===== src/rtl/reg_xfer_seq.sv =====
// reg_xfer_seq
//   Command-driven register-transfer sequencer wrapped around a 3-register
//   (A, B, C) datapath that shares one source bus. A valid/ready command
//   stream replaces manual bus-select switches and load buttons. The
//   sequencer drives the bus select and single-cycle load strobes itself.
//
//   Operations:
//     MOVE  dst <= bus(src)      (src=11 places constant zero on the bus)
//     INC   dst <= dst + 1       (wraps modulo 2^WIDTH)
//     DEC   dst <= dst - 1       (wraps modulo 2^WIDTH)
//     SWAP  A <-> B              (uses C as a temp, so C is clobbered)
//
//   Ports:
//     clk, rst                 clock, synchronous active-high reset
//     cmd_valid/cmd_ready      command handshake (ready only in IDLE)
//     cmd_op/cmd_src/cmd_dst   command fields, latched on accept
//     bus_sel                  current bus source (00 A, 01 B, 10 C, 11 zero)
//     load_a/load_b/load_c     one-cycle load strobes
//     reg_a/reg_b/reg_c        register contents, for the display path
//     busy                     high in every state except IDLE
//     done                     one-cycle completion pulse
//     err                      one-cycle illegal-command pulse
//     xfer_cnt                 saturating count of load strobes
//                              (present only when XFER_COUNT_EN is defined)
//
//   Optional feature macro: XFER_COUNT_EN
//
//   All FSM outputs are registered. Each output value is computed at the
//   edge that enters the state in which it is meant to be seen. An accepted
//   command therefore shows its bus select and load strobe, or its err
//   pulse, during the EXEC cycle itself.
module reg_xfer_seq #(
  parameter int WIDTH = 4
) (
  input  logic             clk,
  input  logic             rst,
  input  logic             cmd_valid,
  output logic             cmd_ready,
  input  logic [1:0]       cmd_op,
  input  logic [1:0]       cmd_src,
  input  logic [1:0]       cmd_dst,
  output logic [1:0]       bus_sel,
  output logic             load_a,
  output logic             load_b,
  output logic             load_c,
  output logic [WIDTH-1:0] reg_a,
  output logic [WIDTH-1:0] reg_b,
  output logic [WIDTH-1:0] reg_c,
  output logic             busy,
  output logic             done,
  output logic             err
`ifdef XFER_COUNT_EN
  ,
  output logic [7:0]       xfer_cnt
`endif
);

  localparam logic [1:0] OP_MOVE = 2'b00;
  localparam logic [1:0] OP_INC  = 2'b01;
  localparam logic [1:0] OP_DEC  = 2'b10;
  localparam logic [1:0] OP_SWAP = 2'b11;

  localparam logic [1:0] SEL_A = 2'b00;
  localparam logic [1:0] SEL_B = 2'b01;
  localparam logic [1:0] SEL_C = 2'b10;

  typedef enum logic [2:0] {
    S_IDLE,
    S_EXEC,
    S_SW1,
    S_SW2,
    S_SW3,
    S_FIN
  } state_t;

  state_t           r_state;
  logic [1:0]       r_op;
  logic             r_illegal;
  logic             r_same;

  logic             w_accept;
  logic             w_illegal;
  logic [WIDTH-1:0] w_bus;
  logic [WIDTH-1:0] w_wdata;

  // Return the one-hot load strobe {c,b,a} for a destination code.
  // dst=11 decodes to no strobe.
  function automatic logic [2:0] f_ld(input logic [1:0] d);
    case (d)
      2'b00:   f_ld = 3'b001;
      2'b01:   f_ld = 3'b010;
      2'b10:   f_ld = 3'b100;
      default: f_ld = 3'b000;
    endcase
  endfunction

  assign w_accept  = cmd_valid && cmd_ready;
  // A SWAP only exchanges A and B, so both of its operand codes must have bit 1 clear.
  assign w_illegal = (cmd_op == OP_SWAP) ? (cmd_src[1] || cmd_dst[1])
                                         : (cmd_dst == 2'b11);

  // Shared source bus. Select 11 drives constant zero.
  always_comb begin
    w_bus = '0;
    case (bus_sel)
      SEL_A:   w_bus = reg_a;
      SEL_B:   w_bus = reg_b;
      SEL_C:   w_bus = reg_c;
      default: w_bus = '0;
    endcase
  end

  // INC/DEC place dst itself on the bus and adjust the value on the way back.
  // The SWAP states carry r_op=SWAP, so they pass the bus value through unchanged.
  always_comb begin
    w_wdata = w_bus;
    case (r_op)
      OP_INC:  w_wdata = w_bus + WIDTH'(1);
      OP_DEC:  w_wdata = w_bus - WIDTH'(1);
      default: w_wdata = w_bus;
    endcase
  end

  // Sequencer FSM with registered outputs.
  always_ff @(posedge clk) begin
    if (rst) begin
      r_state   <= S_IDLE;
      r_op      <= OP_MOVE;
      r_illegal <= 1'b0;
      r_same    <= 1'b0;
      bus_sel   <= SEL_A;
      load_a    <= 1'b0;
      load_b    <= 1'b0;
      load_c    <= 1'b0;
      done      <= 1'b0;
      err       <= 1'b0;
      busy      <= 1'b0;
      cmd_ready <= 1'b1;
    end else begin
      load_a <= 1'b0;
      load_b <= 1'b0;
      load_c <= 1'b0;
      done   <= 1'b0;
      err    <= 1'b0;
      case (r_state)
        S_IDLE: begin
          if (w_accept) begin
            r_state   <= S_EXEC;
            r_op      <= cmd_op;
            r_illegal <= w_illegal;
            r_same    <= (cmd_src == cmd_dst);
            busy      <= 1'b1;
            cmd_ready <= 1'b0;
            if (w_illegal) begin
              err <= 1'b1;
            end else if (cmd_op == OP_MOVE) begin
              bus_sel                  <= cmd_src;
              {load_c, load_b, load_a} <= f_ld(cmd_dst);
            end else if (cmd_op != OP_SWAP) begin
              bus_sel                  <= cmd_dst;
              {load_c, load_b, load_a} <= f_ld(cmd_dst);
            end
            // A SWAP has no write in EXEC. Its first move is set up on the way into SW1.
          end
        end
        S_EXEC: begin
          if (r_illegal) begin
            r_state   <= S_IDLE;
            busy      <= 1'b0;
            cmd_ready <= 1'b1;
          end else if (r_op == OP_SWAP && !r_same) begin
            r_state <= S_SW1;
            bus_sel <= SEL_A;
            load_c  <= 1'b1;
          end else begin
            // A completed MOVE/INC/DEC, or a SWAP of a register with itself (a no-op).
            r_state <= S_FIN;
            done    <= 1'b1;
          end
        end
        S_SW1: begin
          r_state <= S_SW2;
          bus_sel <= SEL_B;
          load_a  <= 1'b1;
        end
        S_SW2: begin
          r_state <= S_SW3;
          bus_sel <= SEL_C;
          load_b  <= 1'b1;
        end
        S_SW3: begin
          r_state <= S_FIN;
          done    <= 1'b1;
        end
        S_FIN: begin
          r_state   <= S_IDLE;
          busy      <= 1'b0;
          cmd_ready <= 1'b1;
        end
        default: begin
          r_state   <= S_IDLE;
          busy      <= 1'b0;
          cmd_ready <= 1'b1;
        end
      endcase
    end
  end

  // Register file. Reset has priority, so a write that is in flight when rst
  // is sampled never lands.
  always_ff @(posedge clk) begin
    if (rst) begin
      reg_a <= '0;
      reg_b <= '0;
      reg_c <= '0;
    end else begin
      if (load_a) reg_a <= w_wdata;
      if (load_b) reg_b <= w_wdata;
      if (load_c) reg_c <= w_wdata;
    end
  end

`ifdef XFER_COUNT_EN
  // Saturating strobe counter. At most one strobe is high per cycle, so +1 is enough.
  always_ff @(posedge clk) begin
    if (rst) begin
      xfer_cnt <= 8'd0;
    end else if ((load_a || load_b || load_c) && xfer_cnt != 8'hFF) begin
      xfer_cnt <= xfer_cnt + 8'd1;
    end
  end
`endif

endmodule


===== config.mk =====
export PLATFORM = sky130hd
export DESIGN_NAME = reg_xfer_seq
export DESIGN_NICKNAME = d
export VERILOG_FILES = /design/src/rtl/reg_xfer_seq.sv
export SDC_FILE = /design/constraint.sdc
export NUM_CORES = 1
export LEC_CHECK = 0
export CORE_ASPECT_RATIO = 0.5
export CORE_MARGIN = 2
export CORE_UTILIZATION = 32
export CTS_CLUSTER_DIAMETER = 200
export DETAILED_ROUTE_END_ITERATION = 10
export PLACE_DENSITY_LB_ADDON = 0.2
export SYNTH_ARGS = -nofsm -noshare
export SYNTH_HDL_FRONTEND = slang
export SYNTH_SLANG_ARGS = --single-unit

===== constraint.sdc =====
create_clock -name clk -period 2.34 [get_ports clk]
set_input_delay 0.702 -clock clk [delete_from_list [all_inputs] [get_ports clk]]
set_output_delay 0.702 -clock clk [all_outputs]
set_load 0.005 [all_outputs]

After elaboration in Yosys (flattened, before gate mapping)
Cells that the tools add are included.
{"block": "word_totals", "input_bits": 9, "output_inout_bits": 21, "ff_bits": 28, "word_cells": 97}
{"block": "classes", "muxes": 42, "n_addsub": 2, "bitwise": 3, "n_eq_ne": 21, "n_reduce_logical": 14}
{"operator": "1-bit two-way mux", "count": 22}
{"operator": "3-bit case mux with 5 select lines", "count": 1}
{"operator": "2-bit == test (second input constant)", "count": 6}
{"operator": "2-bit two-way mux", "count": 6}
{"operator": "2-bit != test (second input constant)", "count": 6}
{"operator": "4-bit case mux with 3 select lines", "count": 1}
{"operator": "3-bit two-way mux", "count": 3}
{"operator": "3-bit case mux with 3 select lines", "count": 1}
{"operator": "1-bit case mux with 2 select lines", "count": 4}
{"operator": "2-bit case mux with 4 select lines", "count": 1}
{"operator": "4-bit case mux with 2 select lines", "count": 1}
{"operator": "2-bit by 1-bit == test with 1-bit output (second input constant)", "count": 3}
{"operator": "3-bit by 2-bit == test with 1-bit output (second input constant)", "count": 2}
{"operator": "2-bit zero test", "count": 3}
{"operator": "1-bit case mux with 3 select lines", "count": 2}
{"operator": "6-bit AND reduction", "count": 1}
{"operator": "3-bit OR reduction", "count": 2}
{"operator": "4-bit by 1-bit adder with 4-bit output (second input constant)", "count": 1}
{"operator": "4-bit nonzero test", "count": 1}
{"operator": "4-bit by 1-bit subtractor with 4-bit output (second input constant)", "count": 1}
{"operator": "3-bit by 1-bit == test with 1-bit output (second input constant)", "count": 1}
{"operator": "3-bit == test (second input constant)", "count": 1}
{"operator": "3-bit zero test", "count": 1}
{"operator": "3-bit != test (second input constant)", "count": 1}
{"operator": "7 further kinds", "count": 10}

Depth between registers and ports, before layout
{"block": "logic_depth", "ltp_word": 7, "ltp_mapped": 10, "depth_no_buf": 9}

Least setup slack after synthesis
Ideal clock, no wire load.
{"block": "synth_timing", "path_type": "register to register", "startpoint": "register bus_sel[1]", "endpoint": "register reg_a[3]", "setup_slack_ps": 196, "t_required_ps": 2214, "arrival_time_ps": 2018, "synth_period_minus_slack_ps": 2144, "path_stages_with_launch": 11, "path_buffers": 1, "path_cell_list": "dfxtp_1 -> buf_4 -> mux2i_1 -> o22a_1 -> inv_1 -> ha_1 -> nand2_1 -> or3_1 -> o221a_2 -> nand3_1 -> nand3_1"}
{"block": "synth_via", "elab_chain_cells": 4}
{"item": "start: declaration", "line": "42", "source": "output logic [1:0] bus_sel,"}
{"item": "start signal: assignment", "line": "157", "source": "bus_sel <= cmd_src;"}
{"item": "start signal: assignment", "line": "160", "source": "bus_sel <= cmd_dst;"}
{"item": "2-bit == test, or another cell as far along", "line": "105", "source": "case (bus_sel)"}
{"item": "4-bit case mux with 3 select lines (*)", "line": "105"}
{"item": "4-bit by 1-bit subtractor with 4-bit output or 4-bit by 1-bit adder with 4-bit output (tied branches)", "line": "119, 118"}
{"item": "4-bit case mux with 2 select lines (*)", "line": "117", "source": "case (r_op)"}
{"item": "end signal: assignment", "line": "217", "source": "if (load_a) reg_a <= w_wdata;"}
{"item": "end: declaration", "line": "46", "source": "output logic [WIDTH-1:0] reg_a,"}
Every way passes the cells marked *; elsewhere a longest branch is shown, timed or not.
A chain may end at the register's enable or synchronous reset.

Worst setup path in the final report
{"block": "layout_timing", "startpoint": "register bus_sel[0]", "endpoint": "register reg_a[3]"}
Same word-level chain as after synthesis.

==> key figures <==
GRT
  – Grt total ovfl: 0
  – Total global-route track usage: approximately 14%
  – Antenna violations before repair: 0
  – Largest net degree at the start of global routing: 17
  – Vias in the first global route: between 1000 and 1500
  – First-pass GRT wire length: 6.582 mm

Pwr
  – Static Leak: 0.7640 nW
  – Sequential power share: about 44%
  – Power Density: about 590 nW/um^2
  – Switching share of power: roughly 29%
  – Clock share of power: 31.1%
  – Comb pwr share: around a quarter
  – Pwr Total: roughly 1.3 mW
  – Peak supply drop: 0.0002267 V
  – Sw Pwr: 0.3634 mW
  – Int Pwr: ~0.89 mW

Floorplan
  – # rows: 18
  – Core Region: approximately 5000 um^2
  – Initial core utilization: 33.13%
  – Die footprint: 5704 um^2
  – Die Y: around 54 um
  – Die X: between 100 and 150 um
  – IO Pins: 30

CTS
  – Clock Sinks: 28
  – Worst-skew pair later-pin latency: 0.28 ns
  – Root Driver: clkbuf_8
  – Cts hold-fix bufs: 0
  – Clock buffer depth: 2
  – Number of H-tree levels: 1
  – Num CTS Buffers: 3
  – CTS tree: built
  – Clk pin slew, worst setup/hold paths: approximately 0.1 ns

Synth
  – Leading area contributor after synthesis: dfxtp_1
  – Post-synthesis sequential area ratio: 34.46%
  – Synthesized Nets: a little over 200
  – Post-synthesis cell area: 1627 um^2
  – EDFF count, synth: 0
  – Syn Area/Cell: roughly 8.5 um^2
  – Synthesized flop and latch total: 28
  – Ys Warns: 0
  – Async SR Flop Fraction: 0%
  – Post-synth top cells: dfxtp_1 (28), nor2_1 (20), nand2_1 (16)
  – Top FF cell, synth: dfxtp_1
  – Top post-synthesis cells by area: dfxtp_1 (34%), mux2i_1 (6.8%), a21oi_1 (4.6%), nor2_1 (4.6%), ha_1 (3.8%)
  – Top-count cell post-synth: dfxtp_1
  – Unique masters post-synth: slightly below 50
  – Share of Yosys cell area claimed by the top area cell type: 34.46%
  – Cells after Synth: approximately 190

Placement
  – GPL Wtd Cong: 0.8350
  – Final HPWL DP: between 2 and 3 mm
  – Port Buffer Count: 29
  – Setup WS pre-CTS: 0.1302 ns

Timing
  – Setup TNS: 0 ns
  – Max-slew headroom: 67.77%
  – Final period util: 93.91%
  – Max Slew Vio Count: 0
  – Final hold vios: 0
  – RSZ-0062 raised after global routing: no
  – Worst setup margin: 0.1426 ns
  – Min Tclk post-route: 2.197 ns
  – Worst Tran Pin Value: roughly 0.48 ns
  – Fmax: between 400 and 500 MHz
  – Final Skew: around 0.0047 ns
  – Final setup violation count: 0

Worst setup path
  – Worst EP required: approximately 2.5 ns
  – CP max FO: 9
  – Critical path's largest stage delay: 0.45 ns
  – CP max-delay cell: dfxtp_2
  – Critical path capture point type: flop
  – CP Class: reg -> reg
  – Arrival @ worst endpoint: ~2.4 ns
  – Reg2Reg Setup Slack: ~0.14 ns
  – Worst setup SP type: flop
  – Crit path cell chain: nand2_1 -> o22ai_1 -> ha_4 -> a21oi_1 -> mux2i_1 -> o41ai_2 -> o211ai_1 -> nand3_1

Layout
  – Area Growth Syn to Fin: 30.23%
  – Layout cells sized above 1: a little over an eighth
  – Nets: 239
  – # diodes: 0

Routing
  – Iteration count of the initial detailed-routing pass: 4
  – DR DRC count: 0
  – Initial DRC count: 29
  – Vias/cell: around 5.0
  – Detailed Route WL: ~4 mm
  – Final antenna-violating net count: 0
  – Vias: 1473
  – WL per Instance: approximately 13 um

Status
  – Status: complete, no violations

Min path
  – Hold/Removal Path Class: reg -> reg

Run
  – Number of max-cap violations: 0
worst paths after layout:
kind,startpoint,endpoint,cells past startpoint
worst min-delay path,r_op[1]$_SDFFE_PP0P_,r_op[1]$_SDFFE_PP0P_,2
worst min register to register,r_op[1]$_SDFFE_PP0P_,r_op[1]$_SDFFE_PP0P_,2
worst max register to register,bus_sel[0]$_SDFFE_PP0P_,reg_a[3]$_SDFFE_PP0P_,8
worst max-delay path,bus_sel[0]$_SDFFE_PP0P_,reg_a[3]$_SDFFE_PP0P_,8
critical path: cells and delay by family, from the launching register on:
family	cells	cell delay (ns)
AND/OR/NAND/NOR	2	0.16
adder cells (fa/ha/maj)	1	0.28
flip-flops	1	0.45
multiplexers	1	0.35
AO/OA/AOI/OAI	4	0.84
per-layer routing:
layer,global-route usage [%],vias up,wire [um]
li1,-,755,-
met1,17.65,700,1923
met2,26.84,16,1853
met3,3.690,2,139
met4,2.000,0,21
met5,0,-,0
flip-flops by register name, summed over array words and instances, names as in the netlist:
name / cells
load_a: 1
done: 1
load_c: 1
r_op: 2
r_same: 1
err: 1
r_state: 3
reg_b: 4
load_b: 1
reg_c: 4
r_illegal: 1
busy: 1
cmd_ready: 1
bus_sel: 2
reg_a: 4
area by class of cell:
cell class              instances  area (um^2)
clock buffers                   3        41.29
clock inverters                 1        30.03
fillers                       506         2791
inverters                      10        37.54
multi-input cells             141        985.9
flip-flops and latches         28        563.0
well taps                      70        87.58
repair buffers                 40        372.9
stage by stage:
| stage | util, % | std cells | hold slack (ns) | area (um^2) |
|---|---|---|---|---|
| global route | 43.14 | 293 | 0.5297 | 2118 |
| CTS | 42.41 | 292 | 0.4997 | 2082 |
| detailed placement | 40.95 | 288 | 0.4816 | 2011 |
| floorplan | - | 192 | 0.4536 | 1627 |
| global placement | 40.95 | 288 | 0.4759 | 2011 |
| finish | 43.14 | 293 | 0.4964 | 2118 |
cells by family after synthesis:
| family | count (synthesis) | share of synthesized area, % |
|---|---|---|
| mux | 12 | 7.462 |
| simple gates | 71 | 23.92 |
| compound gates | 49 | 20.92 |
| fa+ha+maj | 6 | 5.077 |
| xor+xnor | 3 | 1.616 |
| flops | 28 | 34.46 |
| buf+inv | 23 | 6.538 |
repair_timing:
| action | CTS | global route |
|---|---|---|
| hold endpoints to repair | 0 | 0 |
| setup endpoints to repair | 0 | 3 |
| gates resized for setup | 0 | 5 |
| buffers inserted | 0 | 1 |
cell usage in the layout (no fill, tap or decap), drive strengths merged, types with 5 or more instances in the layout:
master	Yosys	routed
clkdlybuf4s50	0	29
dfxtp	28	28
nor2	20	20
nand2	16	16
a21oi	15	15
mux2i	11	11
buf	8	11
inv	10	10
a211oi	7	7
nor3b	6	6
nand3	6	6
nand2b	5	5
ha	5	5
power groups by stage:
stage	sequential, mW	combinational (mW)	clock (mW)
after floorplan	0.542	0.221	0
after CTS	0.552	0.306	0.403
after detailed placement	0.564	0.302	0
after global placement	0.562	0.302	0
after global routing	0.561	0.345	0.422
final	0.553	0.313	0.391
Note: power is estimated with default switching activity, not from simulation.
